==> src/rtl/systolic_pkg.sv <==
// systolic_pkg: shared types and constants for the systolic array feeder.
package systolic_pkg;
  localparam int SYS_COLS = 2;
  typedef logic [15:0] fixed16_t;
  typedef enum logic [1:0] {IDLE, CFG, STREAM, DRAIN} feeder_state_t;
  function automatic fixed16_t to_fixed(input real v);
    return fixed16_t'($rtoi(v * 256.0));
  endfunction
endpackage

==> src/rtl/systolic_feeder_skew.sv <==
// systolic_feeder_skew: one-cycle zero-filled delay turning column-1-timed streams into column-2 timing.
module systolic_feeder_skew
  import systolic_pkg::*;
#(
  parameter int W = 33
) (
  input  logic         clk,
  input  logic         rst,
  input  logic [W-1:0] i_d,
  output logic [W-1:0] o_q
);
  logic [W-1:0] r_q;
  always_ff @(posedge clk) r_q <= !rst ? '0 : i_d;
  assign o_q = r_q;
endmodule

==> src/rtl/systolic_feeder.sv <==
// systolic_feeder: skewed weight/activation driver for the 2x2 systolic array.
// Optional drain watchdog and x1 overflow check under SYSTOLIC_FEEDER_TIMEOUT_EN.
module systolic_feeder
  import systolic_pkg::*;
#(
  parameter int DATA_W  = 16,
  parameter int MAX_M   = 8,
  parameter int TIMEOUT = 64
) (
  input  logic                       clk,
  input  logic                       rst,
  input  logic                       wr_en,
  input  logic                       wr_sel,
  input  logic [$clog2(MAX_M)-1:0]   wr_row,
  input  logic                       wr_col,
  input  logic [DATA_W-1:0]          wr_data,
  input  logic                       cmd_start,
  input  logic [$clog2(MAX_M+1)-1:0] cmd_m,
  output logic                       busy,
  output logic                       done,
  output logic                       err,
  output logic [15:0]                ub_rd_col_size_in,
  output logic                       ub_rd_col_size_valid_in,
  output logic [DATA_W-1:0]          sys_weight_in_x1,
  output logic [DATA_W-1:0]          sys_weight_in_x2,
  output logic                       sys_accept_w_1,
  output logic                       sys_accept_w_2,
  output logic                       sys_switch_in,
  output logic [DATA_W-1:0]          sys_data_in_1x,
  output logic [DATA_W-1:0]          sys_data_in_2x,
  output logic                       sys_start,
  input  logic                       sys_valid_out_x1,
  input  logic                       sys_valid_out_x2
);
  localparam int AW = $clog2(MAX_M);
  localparam int MW = $clog2(MAX_M + 1);
  localparam int TW = $clog2(MAX_M + 3);
  localparam int CW = 2 * DATA_W + 1;
  feeder_state_t r_state, w_next;
  logic [DATA_W-1:0] r_w [2][2];
  logic [DATA_W-1:0] r_a [MAX_M][2];
  logic [MW-1:0] r_m, r_cnt2, w_cnt2_nx;
  logic [TW-1:0] r_t, w_tm1;
  logic [AW-1:0] w_ai;
  logic [DATA_W-1:0] w_w2, w_a2;
  logic [CW-1:0] w_col2, w_col2_q;
  logic r_done, r_err, w_run, w_m_ok, w_beat2, w_fin, w_fail, w_t0, w_t1, w_act, w_unused;
  assign w_run     = r_state == STREAM || r_state == DRAIN;
  assign w_m_ok    = cmd_m != '0 && cmd_m <= MW'(MAX_M);
  assign w_beat2   = w_run && sys_valid_out_x2 && r_cnt2 != r_m;
  assign w_cnt2_nx = r_cnt2 + MW'(w_beat2);
  assign w_fin     = r_state == DRAIN && !r_done && !r_err && w_cnt2_nx == r_m;
  // Buffers have no reset so their contents survive an aborted run.
  always_ff @(posedge clk)
    if (wr_en && r_state == IDLE) begin
      if (wr_sel) r_a[wr_row][wr_col] <= wr_data;
      else r_w[wr_row[0]][wr_col] <= wr_data;
    end
  always_ff @(posedge clk) r_state <= !rst ? IDLE : w_next;
  always_comb begin
    w_next = r_state;
    case (r_state)
      IDLE:    w_next = cmd_start && w_m_ok ? CFG : IDLE;
      CFG:     w_next = STREAM;
      STREAM:  w_next = r_err ? IDLE : r_t == TW'(r_m) + TW'(1) ? DRAIN : STREAM;
      default: w_next = r_done || r_err ? IDLE : DRAIN;
    endcase
  end
  always_ff @(posedge clk)
    if (!rst) begin
      r_m    <= '0;
      r_t    <= '0;
      r_cnt2 <= '0;
      r_done <= 1'b0;
      r_err  <= 1'b0;
    end else begin
      r_m    <= r_state == IDLE && cmd_start && w_m_ok ? cmd_m : r_m;
      r_t    <= r_state == STREAM ? r_t + TW'(1) : '0;
      r_cnt2 <= r_state == IDLE ? '0 : w_cnt2_nx;
      r_done <= w_fin;
      r_err  <= (r_state == IDLE && cmd_start && !w_m_ok) || w_fail;
    end
`ifdef SYSTOLIC_FEEDER_TIMEOUT_EN
  localparam int WDW = $clog2(TIMEOUT + 1);
  logic [WDW-1:0] r_wd;
  logic [MW-1:0] r_cnt1;
  assign w_fail = w_run && !r_done && !r_err && !w_fin &&
                  ((r_state == DRAIN && r_wd == WDW'(TIMEOUT - 1)) || (sys_valid_out_x1 && r_cnt1 == r_m));
  always_ff @(posedge clk)
    if (!rst) begin
      r_wd   <= '0;
      r_cnt1 <= '0;
    end else begin
      r_wd   <= r_state == DRAIN ? r_wd + WDW'(1) : '0;
      r_cnt1 <= r_state == IDLE ? '0 : r_cnt1 + MW'(w_run && sys_valid_out_x1 && r_cnt1 != r_m);
    end
  assign w_unused = ^w_tm1[TW-1:AW];
`else
  assign w_fail   = 1'b0;
  assign w_unused = ^{w_tm1[TW-1:AW], sys_valid_out_x1, TIMEOUT[0]};
`endif
  assign w_t0   = r_state == STREAM && r_t == '0;
  assign w_t1   = r_state == STREAM && r_t == TW'(1);
  assign w_act  = r_state == STREAM && r_t != '0 && r_t <= TW'(r_m);
  assign w_tm1  = r_t - TW'(1);
  assign w_ai   = w_tm1[AW-1:0];
  assign w_w2   = w_t0 ? r_w[1][1] : w_t1 ? r_w[0][1] : '0;
  assign w_a2   = w_act ? r_a[w_ai][1] : '0;
  // Column 2 is column 1's schedule shifted by one cycle.
  assign w_col2 = {w_w2, w_t0 || w_t1, w_a2};
  systolic_feeder_skew #(.W(CW)) u_skew (
    .clk (clk),
    .rst (rst),
    .i_d (w_col2),
    .o_q (w_col2_q)
  );
  always_comb begin
    busy                    = r_state != IDLE;
    done                    = r_done;
    err                     = r_err;
    ub_rd_col_size_valid_in = r_state != IDLE;
    ub_rd_col_size_in       = r_state != IDLE ? 16'(SYS_COLS) : '0;
    sys_weight_in_x1        = w_t0 ? r_w[1][0] : w_t1 ? r_w[0][0] : '0;
    sys_accept_w_1          = w_t0 || w_t1;
    {sys_weight_in_x2, sys_accept_w_2, sys_data_in_2x} = w_col2_q;
    sys_switch_in           = w_col2_q[DATA_W];
    sys_data_in_1x          = w_act ? r_a[w_ai][0] : '0;
    sys_start               = w_act;
  end
endmodule

==> config.mk <==
export PLATFORM = sky130hd
export DESIGN_NAME = systolic_feeder
export DESIGN_NICKNAME = d
export VERILOG_FILES = /design/src/rtl/systolic_pkg.sv /design/src/rtl/systolic_feeder_skew.sv /design/src/rtl/systolic_feeder.sv
export SDC_FILE = /design/constraint.sdc
export NUM_CORES = 1
export LEC_CHECK = 0
export BUFFER_PORTS_ARGS = -buffer_cell sky130_fd_sc_hd__buf_2
export CORE_ASPECT_RATIO = 1.1
export CORE_UTILIZATION = 50
export DETAILED_ROUTE_END_ITERATION = 7
export GPL_TIMING_DRIVEN = 0
export PLACE_DENSITY = 0.79
export SYNTH_ARGS = -nofsm -noshare
export SYNTH_HDL_FRONTEND = slang
export SYNTH_SLANG_ARGS = --single-unit
==> constraint.sdc <==
create_clock -name clk -period 2.5 [get_ports clk]
set_clock_uncertainty 0.15 [all_clocks]
set_input_delay 0.375 -clock clk [delete_from_list [all_inputs] [get_ports clk]]
set_output_delay 0.375 -clock clk [all_outputs]
set_load 0.01 [all_outputs]
# == Yosys cells after proc, flatten, opt, wreduce, memory -nomap -nowiden ==
# Memories as Yosys holds them, arrays and structs flattened.
# Cells that the tools add are included.
# word_totals
latchBits,0
ff_bits,49
n_memories,2
mem_bits_rw,320
romBits,0
in_bits,31
output_inout_bits,88
# memory_table
memory,words,word_bits,rd,rd_clocked_by_memory_dff,write_ports,line,source
r_a,8,32,1,0,1,systolic_feeder.sv:41,logic [DATA_W-1:0] r_a [MAX_M][2];
r_w,2,32,2,0,1,systolic_feeder.sv:40,logic [DATA_W-1:0] r_w [2][2];
# op_classes
n_eq_ne,7
muxes,19
magnitude_cmp,4
bitwise_logic,2
n_mul,0
div_mod_pow,0
add_sub_neg,4
shift,0
n_reduce_logical,30
# ops
operator,n
$mux W16,6
$mux W32,2
$demux W16 S1,1
$logic_and A1 B1 Y1,16
$add A4 B1 Y4 const B,2
$eq A4 B4 Y1,2
$reduce_bool A4 Y1,2
$mux W1,6
$mux W2,3
$pmux W2 S3,1
$add A4 B1 Y4,1
$eq A2 B2 Y1 const B,2
$eq A4 B1 Y1 const B,1
$le A4 B4 Y1,1
$le A4 B4 Y1 const B,1
$logic_not A4 Y1,1
$ne A4 B4 Y1,1
$reduce_and A2 Y1,2
$logic_not A1 Y1,3
$logic_or A1 B1 Y1,3
$sub A3 B1 Y3 const B,1
$eq A2 B1 Y1 const B,1
$ge A2 B2 Y1 const B,1
$logic_not A2 Y1,1
other kinds (5),5

# == Longest topological paths before layout ==
# Gate-level depths: netlist (run 1).
# depth
word_depth,7
ltp_mapped,10
depth_no_buf,7

# == Cells and area by module ==
# Synthesis (run 1) repeated with hierarchy kept, for this count alone.
# hier_totals
hier_cells,742
area_unflattened_um2,14238.7
# modules_own_cells
module,instances,cells_each,area_each_um2
systolic_feeder,1,673,13315.3
systolic_feeder_skew,1,69,923.4

# == Worst setup path before layout (run 1) ==
# No wires, ideal clock.
# synth_timing
path_type,register to register
from,register r_state[0]
to,"memory r_w[0][16] (netlist name), enable pin"
t_arrival_ns,2.212
setup_ns,0.413
path_slack_ns,-0.275
synth_period_minus_slack_ns,2.775
path_stages_with_launch,5
required_time_ns,1.937
path_cell_list,dfxtp_1 nor2_1 inv_1 nor3b_1 nor3b_1
# synth_via
elab_chain_len,4
# synth_lines
item,line,source
from (decl),systolic_feeder.sv:39,"feeder_state_t r_state, w_next;"
from (signal assigned),systolic_feeder.sv:59,always_ff @(posedge clk) r_state <= !rst ? IDLE : w_next;
$logic_not A2 Y1,systolic_feeder.sv:55,if (wr_en && r_state == IDLE) begin
$logic_and A1 B1 Y1,systolic_feeder.sv:55,
$mux W1,systolic_feeder.sv:55,
$mux W32 (not written as such),systolic_feeder.sv:57,else r_w[wr_row[0]][wr_col] <= wr_data;
to (decl),systolic_feeder.sv:40,
# Every way passes these cells.

# == Worst setup path in the final report (run 1) ==
# layout_timing
from,register r_t[0]
to,output port sys_data_in_1x[3]
# layout_via
elab_cells_between_ends,7
cone_classes,add/sub: 1; order compare: 1; mux: 1; reduce/logical: 3; memory: 1
# layout_rtl
item,line,source
from (decl),systolic_feeder.sv:43,"logic [TW-1:0] r_t, w_tm1;"
from (signal assigned),systolic_feeder.sv:78,r_t <= r_state == STREAM ? r_t + TW'(1) : '0;
$sub A3 B1 Y3,systolic_feeder.sv:105,assign w_tm1 = r_t - TW'(1);
net w_tm1[0],systolic_feeder.sv:43,
$mem_v2 Z8 W32,-,
$mux W16,systolic_feeder.sv:127,sys_data_in_1x = w_act ? r_a[w_ai][0] : '0;
to (decl),systolic_feeder.sv:29,"output logic [DATA_W-1:0] sys_data_in_1x,"
# The timed path passes the listed nets, and every way through them passes these cells.

==> summary.md, run 1 <==
| Metric | Value |
|---|---|
| Outcome | complete, but fails checks |
| Failing checks | setup timing |
| Layout area overhead | 23.2% |
| MaxCap Viol Count | 0 |
| Number of global-route vias before repair | 7,763 |
| Reg power frac | 0.530 |
| Routed WL | 33,600 um |
| Simple-Gate Fraction of Synth Area | 0.0454 |
| Top cells by area, synth | edfxtp_1, mux4_2, dfxtp_1, mux2i_1, nor3_1 |
| Routed via count | 7,628 |
| Synthesized instance count | 726 |
| Die Ht | between 150 and 200 um |
| Post-Syn Area per Cell | 19.3 sq um |
| Vias/cell | roughly 5.9 |
| Sequential area share after synthesis | 0.755 |
| Post-route ant nets | 0 |
| Crit path top cell by count | buf_12 |
| Core Util, Final | 0.634 |
| Hold worst-path end | r_m[0] |
| Rows | 63 |
| Initial antenna violation count | 0 |
| TritonCTS clock tree | built |
| Synth async-reset ratio | 0 |
| First-pass GRT wire length | roughly 48,000 um |
| Clk root buf | clkbuf_16 |
| Total GRT Usage | 0.231 |
| Share of the synthesized area in the top cell type | 0.685 |
| Bufs and invs on worst path | 7 |
| Clock sink count | roughly 370 |
| Sw Share | 0.215 |
| Post-synth EDFFs | 320 |
| DR pass1 iterations | 5 |
| Kind of critical path | flop to primary output |
| Count of cell types in the netlist | 43 |
| Synth Flop Type | edfxtp_1 |
| CP max stage delay | 350 ps |
| ANT cells | 0 |
| Routability cong. | 0.836 |
| FF-to-FF End | r_a[0][5] |
| Pwr dens | between 700 and 800 nW/um^2 |
| DR iter-0 viols | between 700 and 800 |
| Hold Vio Cnt, Final | 0 |
| Die Wd | 162 um |
| Synth Register Bits | roughly 370 |
| PortBufs | 102 |
| Share of layout cells above drive strength 1 | 0.389 |
| Synth Warn # | 0 |
| Min Tclk post-route | between 3000 and 4000 ps |
| Avg WL per Cell | between 20 and 30 um |
| Worst r2r path cells | 6 |
| Worst path cell trace | buf_8 > buf_12 > buf_12 > inv_8 > ha_4 > clkbuf_16 > buf_12 > mux4_2 > mux2i_1 > nor3_2 > buf_4 |
| Most common cell after layout, fill and taps aside | edfxtp_1 |
| P_sw | roughly 2700 uW |
| Worst Min Path Start | cmd_m[0] |
| Dpl ws | -1010 ps |
| Hold Crit Class | primary input to flop |
| FF-to-FF Start | r_state[0] |
| CP top delay family | buffers and inverters |
| Adder-cell share of the synthesized area | 0.00892 |
| Worst Max-Slew Pin Slew | between 900 and 1000 ps |
| Worst Path Arrival | around 2600 ps |
| Logic pwr share | 0.063 |
| Clk slew on worst S/H paths | ~60 ps |
| Commonest non-fill, non-tap cells in the layout | edfxtp_1, buf_2, mux4_2, dfxtp_1, buf_4 |
| Nature of the critical path startpoint | flop |
| CP Max Fanout | 5 |
| Clk_lat worst skew | around 520 ps |
| Pint | roughly 10,000 uW |
| Main combinational cell family by area after synthesis | multiplexers |
| Grt total ovfl | 0 |
| Worst hold stages | 3 |
| Post-Syn Area | approximately 14,000 sq um |
| Xor/xnor share of the synthesized area | 0.0118 |
| DRC | 0 |
| Critical path data required time | 1980 ps |
| Crit-path slowest cell | dfxtp_2 |
| Yosys top cell by area | edfxtp_1 |
| Synth Area in Compound Gates | 0.0251 |
| Total clock buffers created by CTS | 36 |
| Bufs on Longest Clock Path | 3 |
| IO Pins | roughly 120 |
| Dpl hpwl | approximately 18,000 um |
| Clock share of power | 0.407 |
| Max VDD drop | ~550 uV |
| Post-route clock period utilization | 1.25 |
| # nets final | 955 |
| Max_slew headroom | 0.380 |
| Largest net degree at the start of global routing | 21 |
| Setup ws final | -626 ps |
| Unrepaired setup endpoints after global routing | true |
| Post-synthesis mux area share | 0.128 |
| Core Area | ~27,000 sq um |
| Die area | ~29,000 sq um |
| Worst R2R Setup Slack | -20 ps |
| Leak | ~0.006 uW |
| Htree depth | 2 |
| Initial Util | 0.514 |
| Fmax | around 0.32 GHz |
| Setup crit end kind | primary output |
| Fin. max-slew vios | 0 |
| Final setup violation count | 41 |
[Yosys cell counts, types with 2 or more instances]
master,number
edfxtp_1,320
mux4_2,64
dfxtp_1,49
nor3_1,40
mux2i_1,35
buf_4,23
nor2_1,21
nor2b_1,20
a22o_1,16
a22oi_1,16
buf_2,14
nand2_1,14
xnor2_1,14
clkbuf_1,13
ha_1,10
inv_1,7
and3_1,6
a21oi_1,4
buf_6,4
nand2b_1,4
nand3_1,4
nor3b_1,3
xor2_1,3
a21o_1,2
nand4_1,2
[per-layer routing]
metal,share of wire,global-route usage
met5,0,0
met4,0.031,0.101
met3,0.066,0.0372
met2,0.54,0.409
met1,0.36,0.280
[registers in the layout, indices dropped and copies added (netlist names)]
name        flops
r_a           256
err             1
u_skew.o_q     33
r_t             4
r_w            64
r_cnt2          4
r_state         2
done            1
r_m             4
[power by group through the flow]
| stage | combinational (uW) | clock (uW) | sequential (uW) |
|---|---|---|---|
| 4_1_cts | 745 | 5250 | 6780 |
| 2_1_floorplan | 369 | 0 | 6900 |
| 5_1_grt | 848 | 5490 | 6780 |
| 3_5_place_dp | 627 | 0 | 6910 |
| 6_report | 807 | 5210 | 6780 |
| 3_3_place_gp | 597 | 0 | 6900 |
[cells by family after synthesis]
family,Yosys count
buf+inv,62
simple gates,122
mux,99
fa+ha+maj,10
xor+xnor,18
compound gates,45
other cells,1
flops,369
[worst max path at each step]
| stage | start | end | slack [ps] | cells after the start |
|---|---|---|---|---|
| global route | r_t[0] | sys_data_in_1x[0] | -680 | 11 |
| floorplan | r_t[0] | sys_data_in_1x[0] | 4 | 10 |
| global placement | r_t[0] | sys_data_in_1x[1] | -980 | 10 |
| finish | r_t[0] | sys_data_in_1x[3] | -630 | 11 |
| CTS | r_t[0] | sys_data_in_1x[15] | -600 | 11 |
| detailed placement | r_t[0] | sys_data_in_1x[15] | -1010 | 10 |
[final cells by class]
class,instances,area [sq um]
Sequential cell,369,10600
Fill cell,1829,9990
Multi-Input combinational cell,309,3570
Timing Repair Buffer,142,1020
Clock buffer,44,962
Buffer,49,487
Tap cell,357,447
Clock inverter,21,169
Inverter,7,33.8
[tightest hold or removal path: cells and delay by family]
| kind | cells | cell delay (ps) |
|---|---|---|
| buf+inv | 1 | 110 |
| mux | 1 | 70 |
| simple gates | 1 | 100 |
[through the flow]
step / std cells / total power, uW / hold WS, ps / area (sq um) / TNS, ps
2_1_floorplan: 740 / 7270 / 316 / 14200 / 0
3_3_place_gp: 1199 / 7500 / 340 / 15200 / -180310
3_5_place_dp: 1206 / 7530 / 345 / 15300 / -75010
4_1_cts: 1296 / 12800 / 0.896 / 17100 / -13570
5_1_grt: 1298 / 13100 / 25.8 / 17300 / -20700
6_report: 1298 / 12800 / 17.2 / 17300 / -13920
[what timing repair did]
| action | CTS | global route |
|---|---|---|
| hold buffers | 2 | 0 |
| endpoints found under the hold margin | 2 | 0 |
| endpoints found under the setup margin | 221 | 153 |
| pin swaps | 11 | 7 |
| gates cloned | 4 | 0 |
| resized for setup | 68 | 39 |
| setup buffers | 22 | 6 |
Power figures use the tool's default switching activity.
==> inputs of run 2 (changes only) <==
Settings changed: RECOVER_POWER from default to 25.
==> summary.md, run 2 (synthesis gave the netlist of run 1 again) <==
| Metric | Value |
|---|---|
| # nets final | 955 (unchanged) |
| Die Ht | 178 um (unchanged) |
| Grt total ovfl | 0 (unchanged) |
| Worst r2r path cells | 6 (unchanged) |
| Placed insts | 1,206 (unchanged) |
| IO Pins | 119 (unchanged) |
| Max VDD drop | 545 uV (about the same) |
| Dpl hpwl | 18,500 um (unchanged) |
| Layout area overhead | 23.1% (about the same) |
| Met2 WL | 18,100 um (-0.18%) |
| Sw Share | 0.215 (about the same) |
| Reg with most FFs | r_a |
| Reg power frac | 0.530 (about the same) |
| Worst Min Path Start | cmd_m[0] |
| Die area | 28,700 sq um (unchanged) |
| Setup crit start | r_t[0] |
| Clock share of power | 0.407 (about the same) |
| Avg WL per Cell | 25.9 um (about the same) |
| Worst R2R Setup Slack | -20 ps (about the same) |
| First-pass GRT wire length | 47,600 um (unchanged) |
| Rows | 63 (unchanged) |
| Clk_lat worst skew | 520 ps (about the same) |
| Clk slew on worst S/H paths | 60 ps (about the same) |
| Clk root buf | clkbuf_16 |
| Die Wd | 162 um (unchanged) |
| Bufs on Longest Clock Path | 3 (unchanged) |
| Critical path endpoint | sys_data_in_1x[3] |
| Hold Crit Class | primary input to flop |
| Max Used Layer | met4 |
| Dpl ws | -1010 ps (unchanged) |
| Clock sink count | 369 (unchanged) |
| Routed via count | 7,633 (+0.066%) |
| Logic pwr share | 0.063 (about the same) |
| Outcome | complete, but fails checks |
| Final setup violation count | 42 (+2.4%) |
| Setup ws final | -632 ps (-5.97 ps) |
| TritonCTS clock tree | built |
| DRC | 0 (unchanged) |
| FF-to-FF Start | r_state[0] |
| Unrepaired setup endpoints after global routing | true |
| Post-route ant nets | 0 (unchanged) |
| Htree depth | 2 (unchanged) |
| DR iter-0 viols | 785 (+2.6%) |
| Max_slew headroom | 0.284 (-0.0959) |
| Max reg flops | 256 (unchanged) |
| P_sw | 2750 uW (about the same) |
| Total length of routed met3 wires | 2400 um (+7.3%) |
| Total GRT Usage | 0.231 (unchanged) |
| Leak | 0.00601 uW (-0.55%) |
| Routability cong. | 0.836 (unchanged) |
| FF-to-FF End | r_a[0][5] |
| Initial Util | 0.514 (unchanged) |
| M1 WL | 12,100 um (-1.2%) |
| Finished Layout Cells | 1,299 (+0.077%) |
| Fin. max-slew vios | 0 (unchanged) |
| Core Area | 27,300 sq um (unchanged) |
| Reg area | 10,600 sq um (unchanged) |
| Largest net degree at the start of global routing | 21 (unchanged) |
| Kind of critical path | flop to primary output |
| Worst Max-Slew Pin Slew | 1070 ps (+144 ps) |
| Min Tclk post-route | 3130 ps (+5.97 ps) |
| Critical path data required time | 1980 ps (about the same) |
| Total clock buffers created by CTS | 36 (unchanged) |
| Commonest non-fill, non-tap cells in the layout | edfxtp_1, buf_2, mux4_2, dfxtp_1, buf_4 |
| Share of layout cells above drive strength 1 | 0.376 (-0.0128) |
| Post-route clock period utilization | 1.25 (+0.00239) |
| Filler instances | 1,839 (+0.55%) |
| Pwr dens | 741 nW/um^2 (about the same) |
| Pint | 10,100 uW (about the same) |
| Hold Vio Cnt, Final | 0 (unchanged) |
| Most common cell after layout, fill and taps aside | edfxtp_1 |
| PortBufs | 102 (unchanged) |
| Routed WL | 33,700 um (about the same) |
| Vias/cell | 5.88 (about the same) |
| Footprint of the multi-input gates | 3570 sq um (unchanged) |
| Total Power | 12,800 uW (about the same) |
| Worst Path Arrival | 2610 ps (about the same) |
| Fmax | 0.319 GHz (-0.19%) |
| MaxCap Viol Count | 0 (unchanged) |
| DR pass1 iterations | 5 (unchanged) |
| Failing checks | setup timing |
| Nature of the critical path startpoint | flop |
| Number of global-route vias before repair | 7,763 (unchanged) |
| Setup crit end kind | primary output |
| CP Max Fanout | 8 (+3) |
| Initial antenna violation count | 0 (unchanged) |
-- run 2: changes by cell type in the layout (fill, tap and decap cells not counted) --
| cell | change |
|---|---|
| buf_2 | -12 |
| diode_2 | +1 |
| clkbuf_1 | +12 |
-- run 2: layer usage --
| layer | vias up | GRT usage |
|---|---|---|
| met5 | - | 0 |
| met4 | 0 | 0.101 |
| met3 | 76 | 0.0372 |
| met2 | 422 | 0.409 |
| met1 | 3895 | 0.280 |
| li1 | 3240 | - |
-- run 2: worst min-delay path by stage --
stage	end	slack (ps)	cells after the start
after floorplan	r_state[1]	320	1
after global placement	u_skew.o_q[32]	340	2
after detailed placement	r_state[1]	350	1
after CTS	r_m[1]	0.9	3
after global routing	r_m[1]	30	3
final	r_m[0]	20	3
-- run 2: metrics by stage --
stage          setup TNS (ps)  hold WS, ps  area (sq um)   util
3_3_place_gp          -180310          340         15200  0.556
3_5_place_dp           -75010          345         15300  0.562
2_1_floorplan               0          316         14200      -
4_1_cts                -13570        0.896         17100  0.625
5_1_grt                -20700         25.8         17300  0.633
6_report               -13800         18.0         17300  0.633
-- run 2: final cells by class --
cell class,count,area share
Tap cell,357,0.0259
Timing Repair Buffer,142,0.0582
Clock buffer,44,0.0557
Antenna cell,1,0.000145
Buffer,49,0.0282
Multi-Input combinational cell,309,0.207
Sequential cell,369,0.613
Clock inverter,21,0.00978
Inverter,7,0.00196
-- run 2: critical path, cell delays in order, from the launching register on --
cell and delay (ps):
dfxtp_2 350, buf_8 110, buf_12 90, buf_12 100, inv_8 30, ha_4 280
clkbuf_16 170, buf_12 140, mux4_2 300, mux2i_1 250, nor3_2 90, buf_4 170
-- run 2: what timing repair did --
item,in CTS,in global routing
setup buffers,22,6
hold buffers,2,0
gates cloned,4,0
pin swaps,11,7
endpoints found under the hold margin,2,0
endpoints found under the setup margin,221,153
resized for setup,68,39
-- run 2: power groups by stage --
stage | registers (uW) | clock network, uW | logic, uW
6_report | 6780 | 5210 | 804
5_1_grt | 6780 | 5490 | 845
4_1_cts | 6780 | 5250 | 745
3_5_place_dp | 6910 | 0 | 627
3_3_place_gp | 6900 | 0 | 597
2_1_floorplan | 6900 | 0 | 369
==> inputs of run 3 (changes only) <==
--- a/constraint.sdc
+++ b/constraint.sdc
@@ -3,3 +3,3 @@
 set_input_delay 0.375 -clock clk [delete_from_list [all_inputs] [get_ports clk]]
 set_output_delay 0.375 -clock clk [all_outputs]
-set_load 0.01 [all_outputs]
+set_load 0.05 [all_outputs]
==> summary.md, run 3 (synthesis gave the netlist of run 1 again) <==
| Metric | Value |
|---|---|
| Outcome | complete, but fails checks |
| Failing checks | setup timing |
| Hold worst-path end | r_m[1] |
| Share of layout cells above drive strength 1 | 0.373 (-0.00331) |
| First-pass GRT wire length | 48,100 um (+1.0%) |
| Setup ws final | -678 ps (-46.2 ps) |
| TritonCTS clock tree | built |
| FF-to-FF End | u_skew.o_q[13] |
| Worst Max-Slew Pin Slew | 1140 ps (+70.9 ps) |
| Initial Util | 0.514 (unchanged) |
| Bufs on Longest Clock Path | 3 (unchanged) |
| Clk root buf | clkbuf_16 |
| Clock sink count | 369 (unchanged) |
| Post-route ant nets | 0 (unchanged) |
| Clk slew on worst S/H paths | 70 ps (about the same) |
| Total clock buffers created by CTS | 36 (unchanged) |
| Die Ht | 178 um (unchanged) |
| Fmax | 0.315 GHz (-1.5%) |
| Initial antenna violation count | 2 (+2) |
| Worst Path Arrival | 2650 ps (+40 ps) |
| Vias/cell | 5.85 (-0.41%) |
| CP Max Fanout | 8 (unchanged) |
| Commonest non-fill, non-tap cells in the layout | edfxtp_1, mux4_2, buf_2, dfxtp_1 |
| Worst R2R Setup Slack | -100 ps (-80 ps) |
| Max reg flops | 256 (unchanged) |
| Fin. max-slew vios | 0 (unchanged) |
| Critical path data required time | 1980 ps (about the same) |
| Hold Crit Class | primary input to flop |
| Hold Vio Cnt, Final | 0 (unchanged) |
| DRC | 0 (unchanged) |
| DR pass1 iterations | 5 (unchanged) |
| Max VDD drop | 615 uV (+13%) |
| Routability cong. | 0.764 (-8.6%) |
| Routed WL | 33,000 um (-1.9%) |
| Nature of the critical path startpoint | flop |
| Unrepaired setup endpoints after global routing | true |
| # nets final | 959 (+0.42%) |
| Clk_lat worst skew | 520 ps (about the same) |
| Worst r2r path cells | 9 (+3) |
| Reg with most FFs | r_a |
| MaxCap Viol Count | 0 (unchanged) |
| Largest net degree at the start of global routing | 21 (unchanged) |
| Worst hold stages | 3 (unchanged) |
| Routed via count | 7,625 (-0.10%) |
| Total GRT Usage | 0.234 (+0.00315) |
| Worst Min Path Start | cmd_m[1] |
| Htree depth | 2 (unchanged) |
| Rows | 63 (unchanged) |
| Placed insts | 1,212 (+0.50%) |
| FF-to-FF Start | r_t[0] |
| Number of global-route vias before repair | 7,756 (-0.090%) |
| Dpl hpwl | 18,900 um (+2.6%) |
| Grt total ovfl | 0 (unchanged) |
| Pwr dens | 727 nW/um^2 (-1.9%) |
| Final setup violation count | 39 (-7.1%) |
| DR iter-0 viols | 769 (-2.0%) |
| Finished Layout Cells | 1,303 (+0.31%) |
| Kind of critical path | flop to primary output |
| Die area | 28,700 sq um (unchanged) |
| Most common cell after layout, fill and taps aside | edfxtp_1 |
| Min Tclk post-route | 3180 ps (+46.2 ps) |
| Post-route clock period utilization | 1.27 (+0.0185) |
| Leak | 0.00606 uW (+0.95%) |
| Max_slew headroom | 0.237 (-0.0473) |
| Setup crit end kind | primary output |
| Layout area overhead | 25.7% |
| Core Area | 27,300 sq um (unchanged) |
| PortBufs | 102 (unchanged) |
| Die Wd | 162 um (unchanged) |
| Avg WL per Cell | 25.4 um (-2.2%) |
| Total Power | 12,800 uW (+0.15%) |
| IO Pins | 119 (unchanged) |
| Setup_tns | -15,330 ps (-1530 ps) |
==> run 3: cell count changes in the layout (fill, tap and decap cells not counted), sizes merged <==
cell | previous run | this run
clkinvlp | 4 | 0
buf | 169 | 172
clkinv | 13 | 16
inv | 9 | 7
clkbuf | 64 | 69
bufinv | 2 | 1
diode | 1 | 2
dlygate4sd3 | 2 | 1
==> run 3: worst max path at each step <==
stage / slack (ps) / to / startpoint
after floorplan: -120 / sys_data_in_1x[15] / r_t[0]
after global placement: -1170 / r_a[4][22] / r_state[0]
after detailed placement: -950 / sys_data_in_1x[4] / r_t[0]
after CTS: -660 / sys_data_in_1x[11] / r_t[0]
after global routing: -700 / sys_data_in_1x[11] / r_t[0]
final: -680 / sys_data_in_1x[11] / r_t[0]
==> run 3: power by group <==
group          total [uW]  switching [uW]  internal (uW)
clock network        5080            2200           2880
registers            6780            26.7           6750
logic                 953             606            348
==> run 3: critical path, cell delays in order (launching register included) <==
cell	delay, ps
dfxtp_4	360
buf_8	100
buf_12	100
buf_12	100
inv_6	30
ha_4	280
clkbuf_16	190
buf_12	150
mux4_2	350
mux2i_4	240
nor3_4	70
buf_6	150
==> run 3: what timing repair did <==
item,CTS,global route
hold endpoints to repair,1,0
setup endpoints to repair,189,99
pin swaps,15,15
hold buffers,1,0
gates cloned,3,0
buffers inserted,19,7
resized for setup,132,11
==> run 3: through the flow <==
step                      area [sq um]  setup WS, ps  hold slack (ps)   util
after CTS                        17500          -657             14.0  0.642
after global routing             17600          -705             55.9  0.647
after global placement           15400         -1170              342  0.563
after floorplan                  14400          -117              316      -
final                            17600          -678             26.3  0.647
after detailed placement         15600          -949              351  0.573
==> run 3: cell type report <==
| cell class | instances | area [sq um] |
|---|---|---|
| flip-flops and latches | 369 | 10600 |
| fillers | 1778 | 9640 |
| multi-input cells | 309 | 3680 |
| repair buffers | 145 | 1260 |
| clock buffers | 47 | 985 |
| plain buffers | 50 | 520 |
| well taps | 357 | 447 |
| clock inverters | 17 | 109 |
| inverters | 7 | 31.3 |
| diodes | 2 | 5.00 |
==> run 3: layer usage <==
layer	share of wire	vias to the layer above	track usage
met4	0.032	0	0.111
li1	-	3264	-
met1	0.38	3881	0.302
met2	0.51	417	0.396
met5	0	-	0
met3	0.072	63	0.0292
